## config.mk

```make
export PLATFORM = sky130hd
export DESIGN_NAME = cordic_sched
export DESIGN_NICKNAME = d
export VERILOG_FILES = /design/src/rtl/cordic_pkg.sv /design/src/rtl/cordic_sched_rr_arbiter.sv /design/src/rtl/cordic_sched.sv
export SDC_FILE = /design/constraint.sdc
export NUM_CORES = 1
export LEC_CHECK = 0
export ABC_AREA = 1
export BUFFER_PORTS_ARGS = -buffer_cell sky130_fd_sc_hd__buf_4
export CAP_MARGIN = 10
export CORE_UTILIZATION = 54
export DETAILED_ROUTE_END_ITERATION = 6
export GPL_ROUTABILITY_DRIVEN = 0
export PLACE_DENSITY = 0.85
export SYNTH_ARGS = -nofsm -noshare
export SYNTH_HDL_FRONTEND = slang
export SYNTH_HIERARCHICAL = 1
export SYNTH_SLANG_ARGS = --single-unit
```

## constraint.sdc

```tcl
create_clock -name clk -period 4.55 [get_ports clk]
set_input_delay 0.91 -clock clk [delete_from_list [all_inputs] [get_ports clk]]
set_output_delay 0.91 -clock clk [all_outputs]
set_load 0.02 [all_outputs]
```

## src/rtl/cordic_pkg.sv

```systemverilog
// Shared types and constants for the CORDIC request scheduler.
package cordic_pkg;

  localparam int CORDIC_W       = 8;
  localparam int CORDIC_LATENCY = 10;

  typedef enum logic [1:0] {
    IDLE,
    ISSUE,
    WAIT,
    RESP
  } sched_state_t;

endpackage

```

## src/rtl/cordic_sched_rr_arbiter.sv

```systemverilog
// Combinational round-robin arbiter: the first requester after rr_ptr wins,
// with the search wrapping modulo NREQ.
module rr_arbiter
  import cordic_pkg::*;
#(
  parameter int NREQ = 4,
  parameter int IDW  = $clog2(NREQ)
) (
  input  logic [NREQ-1:0] req,
  input  logic [IDW-1:0]  rr_ptr,
  output logic [NREQ-1:0] grant,
  output logic [IDW-1:0]  grant_idx,
  output logic            any
);

  logic [IDW-1:0] idx;

  // Walk the requesters in priority order; the first hit wins.
  always_comb begin
    grant     = '0;
    grant_idx = '0;
    any       = 1'b0;
    idx       = '0;
    for (int k = 1; k <= NREQ; k++) begin
      idx = IDW'((int'(rr_ptr) + k) % NREQ);
      if (!any && req[idx]) begin
        grant[idx] = 1'b1;
        grant_idx  = idx;
        any        = 1'b1;
      end
    end
  end

endmodule

```

## src/rtl/cordic_sched.sv

```systemverilog
// Shares one iterative CORDIC engine among NREQ requesters: arbitrates, issues,
// waits a fixed latency, then returns the result tagged with the requester id.
module cordic_sched
  import cordic_pkg::*;
#(
  parameter int NREQ    = 4,
  parameter int LATENCY = CORDIC_LATENCY,
  parameter int IDW     = $clog2(NREQ)
) (
  input  logic                     clk,
  input  logic                     rst,
  input  logic [NREQ-1:0]          req_valid,
  input  logic [CORDIC_W*NREQ-1:0] req_theta,
  input  logic [NREQ-1:0]          req_sc,
  output logic [NREQ-1:0]          req_ready,
  output logic                     rsp_valid,
  output logic [IDW-1:0]           rsp_id,
  output logic [CORDIC_W-1:0]      rsp_value,
  output logic                     busy,
  output logic                     eng_start,
  output logic [CORDIC_W-1:0]      eng_theta,
  output logic                     eng_sc,
  input  logic [CORDIC_W-1:0]      eng_value
);

  localparam int CNT_W = $clog2(LATENCY);

  sched_state_t     state, next_state;
  logic [NREQ-1:0]  grant;
  logic [IDW-1:0]   grant_idx;
  logic             grant_any;
  logic [IDW-1:0]   rr_ptr;
  logic [IDW-1:0]   id_q;
  logic [CNT_W-1:0] lat_cnt;

  rr_arbiter #(
    .NREQ (NREQ),
    .IDW  (IDW)
  ) u_arb (
    .req       (req_valid),
    .rr_ptr    (rr_ptr),
    .grant     (grant),
    .grant_idx (grant_idx),
    .any       (grant_any)
  );

  always_ff @(posedge clk or posedge rst) begin
    if (rst) state <= IDLE;
    else     state <= next_state;
  end

  always_comb begin
    next_state = state;
    case (state)
      IDLE:    if (grant_any) next_state = ISSUE;
      ISSUE:   next_state = WAIT;
      WAIT:    if (lat_cnt == '0) next_state = RESP;
      RESP:    next_state = IDLE;
      default: next_state = IDLE;
    endcase
  end

  // req_ready is a Mealy output so acceptance happens in the same IDLE cycle.
  always_comb begin
    req_ready = '0;
    eng_start = 1'b0;
    rsp_valid = 1'b0;
    busy      = (state != IDLE);
    case (state)
      IDLE:    req_ready = grant;
      ISSUE:   eng_start = 1'b1;
      RESP:    rsp_valid = 1'b1;
      default: ;
    endcase
  end

  // The last WAIT cycle is exactly LATENCY cycles after eng_start, so the
  // engine result is captured there and presented alongside rsp_valid.
  always_ff @(posedge clk or posedge rst) begin
    if (rst) begin
      rr_ptr    <= IDW'(NREQ - 1);
      id_q      <= '0;
      eng_theta <= '0;
      eng_sc    <= 1'b0;
      lat_cnt   <= '0;
      rsp_value <= '0;
      rsp_id    <= '0;
    end else begin
      if (state == IDLE && grant_any) begin
        eng_theta <= req_theta[CORDIC_W*grant_idx +: CORDIC_W];
        eng_sc    <= req_sc[grant_idx];
        id_q      <= grant_idx;
        rr_ptr    <= grant_idx;
      end
      if (state == ISSUE) begin
        lat_cnt <= CNT_W'(LATENCY - 1);
      end else if (state == WAIT) begin
        if (lat_cnt != '0) begin
          lat_cnt <= lat_cnt - CNT_W'(1);
        end else begin
          rsp_value <= eng_value;
          rsp_id    <= id_q;
        end
      end
    end
  end

endmodule

```

==> results_dict.tcl <==
set metrics [dict create \
    finalSetupTns_ns 0 \
    crit_required_ns 3.64 \
    clk_latency_ns 0.27 \
    fill_cells 313 \
    fin_crit_ns 3.19 \
    ant_nets 0 \
    cp_max_fo 10 \
    grt_max_degree 38 \
    rsz0062_at_grt "no" \
    startpoint_type "flip-flop" \
    syn_area_um2 2200 \
    rows 22 \
    clock_sink_count 29 \
    num_vias 2323 \
    clock_skew_ns 0.00452 \
    wirelength_um 5080 \
    yosys_warnings 6 \
    cts_made_buffers 5 \
    critPathCaptureType "output pin" \
    syn-num-nets 402 \
    syn_avg_cell_area_um2 6.52 \
    crit_type "flip-flop to output pin" \
    clk_path_buf_depth 2 \
    grt_pass1_vias 2165 \
    slowest_stage "dfstp_2" \
    port_buffers 75 \
    drt_iter0_drc 138 \
    dieArea_um2 4340 \
    yosysUniqueCellTypes 29 \
    finalHoldViolCount 0 \
    track_usage_pct 26.1 \
    placement.cell_area_um2 2770 \
    start_util_pct 58.0 \
    dp_hpwl_um 3990 \
    grt_pass1_wl_um 8840 \
    status "completed" \
    htree_levels 2 \
    final_common_cell "nand2_1" \
    yosysTopAreaCellShare_pct 30.7 \
    nets 476 \
    leakagePower_nw 1.70 \
    fin_crit_sh_pct 70.2 \
    cts_hold_buf 0 \
    pwr_density_cell_nw_per_um2 868 \
    cts.root.buffer_cell "clkbuf_8" \
    fmax_mhz 313 \
    fin_area_um2 2870 \
    finalMaxSlewViolations 0 \
    via_per_inst 5.04 \
    wire_per_inst_um 11.0 \
    path_clk_slew_ns 0.06 \
    yosysSeqAreaShare_pct 33.1 \
    min_path_cells 2 \
    hold_class "flip-flop to flip-flop" \
    coreArea_um2 3800 \
    drive_gt1_share_pct 25.7 \
    drc 0 \
    drv_cap 0 \
    final-setup-viol-count 0 \
    synthToLayoutAreaGrowth_pct 30.2 \
    synthTopCellsByArea "dfrtp_1 (31%), nand2_1 (24%), ha_1 (8.0%)" \
    crit-reg2reg-launch "rr_ptr[0]" \
    die_w_um 65.9 \
    cts_tree "built" \
    grt_overflow_total 0 \
    arrival_ns 2.28 \
    holdCritStartpoint "rsp_value[6]" \
    antenna_found_initial 0 \
    insertedDiodeCount 0 \
    cts_setup_buffers 0 \
    dr.pass1.iters 4 \
    crit_chain "inv_2 -> ha_1 -> inv_1 -> nand2_2 -> nand2_2 -> nor2_2 -> a21oi_1 -> nand3_1 -> nand2_1 -> inv_1 -> buf_4" \
    die_h_um 65.9 \
    tightest_slew_ns 1.03 \
    slew_headroom_pct 31.3 \
    total_power_mw 2.49 \
    synth_top_area_cell "dfrtp_1" \
    ff2ff_setup_slack_ns 1.80 \
    synth-seq-cells 29 \
    cts_resized 0 \
    slowest_delay_ns 0.64 \
    hold_end "rsp_value[6]" \
    layout_common_cells "nand2_1 (140), buf_4 (76), nor2_1 (39), inv_1 (39), dfrtp_1 (27)" \
    timing.hold.ws_ns 0.480 \
    r2r-end "eng_theta[1]" \
    ir_drop_v 0.000459 \
    r2r_cells 14 \
    synthCells 338 \
    io-pin-count 76 \
]
==> critical path, delay by kind of cell (launching register included) <==
family / cells / cell delay [ns]
and+or+nand+nor: 5 / 0.52
DFF: 1 / 0.64
buffers and inverters: 4 / 0.41
adders and majority gates: 1 / 0.35
AOI/OAI and AO/OA: 1 / 0.10
==> cell families after synthesis <==
logic type	share of synthesized area (%)
compound gates	6.59
buf+inv	10.5
fa+ha+maj	7.95
simple gates	41.5
flops	33.1
xor+xnor	0.398
==> per-layer routing <==
metal / global-route usage [%] / vias up / routed length [um]
met5: 0 / - / 0
met4: 6.52 / 0 / 68
met3: 6.72 / 10 / 285
met1: 29.7 / 1061 / 2110
met2: 48.0 / 73 / 2620
li1: - / 1179 / -
==> synth_stat cells <==
cell	n
a31oi_1	1
o21ai_1	11
a21boi_0	4
nor2_1	39
nand4_1	6
ha_1	14
nor2_8	1
dfstp_2	2
dfrtp_1	27
or2_2	2
nand3_1	16
nand3_2	2
a21oi_2	1
buf_2	2
nand2_1	140
nor2_4	1
buf_1	1
xor2_1	1
clkbuf_1	1
inv_4	1
a21oi_1	5
nand2_4	1
nor2_2	3
inv_2	3
inv_1	39
buf_4	2
o21ai_0	4
buf_6	3
nand2_2	5
==> worst max path at each step <==
stage,startpoint,endpoint,slack [ns],depth (start not counted)
after CTS,rr_ptr[0],req_ready[0],1.37,11
final,rr_ptr[0],req_ready[2],1.36,11
after detailed placement,req_valid[2],req_ready[0],1.66,11
after global placement,req_valid[2],req_ready[3],1.67,11
after global routing,rr_ptr[1],req_ready[2],1.17,11
after floorplan,rr_ptr[0],req_ready[0],1.90,10
==> metrics by stage <==
| stage | utilization (%) | instances | setup slack (ns) |
|---|---|---|---|
| after floorplan | - | 338 | 1.90 |
| after global placement | 72.8 | 453 | 1.67 |
| after detailed placement | 72.8 | 453 | 1.66 |
| after CTS | 75.5 | 461 | 1.37 |
| after global routing | 75.5 | 461 | 1.17 |
| final | 75.5 | 461 | 1.36 |
==> layout make-up <==
cell class	instances	area [um2]	share of cell area (%)
tap	48	60.1	2.09
inverter	43	164	5.72
clock buffer	7	96.3	3.36
timing repair buffer	76	571	19.9
multi-input combinational	257	1240	43.4
sequential	29	728	25.4
clock inverter	1	5.00	0.175
==> registers in the layout, indices dropped and copies added (netlist names) <==
| signal | count |
|---|---|
| rsp_value | 8 |
| state | 2 |
| id_q | 2 |
| eng_sc | 1 |
| rsp_id | 2 |
| lat_cnt | 4 |
| eng_theta | 8 |
| rr_ptr | 2 |
==> power breakdown <==
part	internal, mW	switching (mW)
logic	0.625	1.13
clock network	0.136	0.0912
registers	0.404	0.104
total	1.16	1.33
Note: power is estimated with default switching activity, not from simulation.
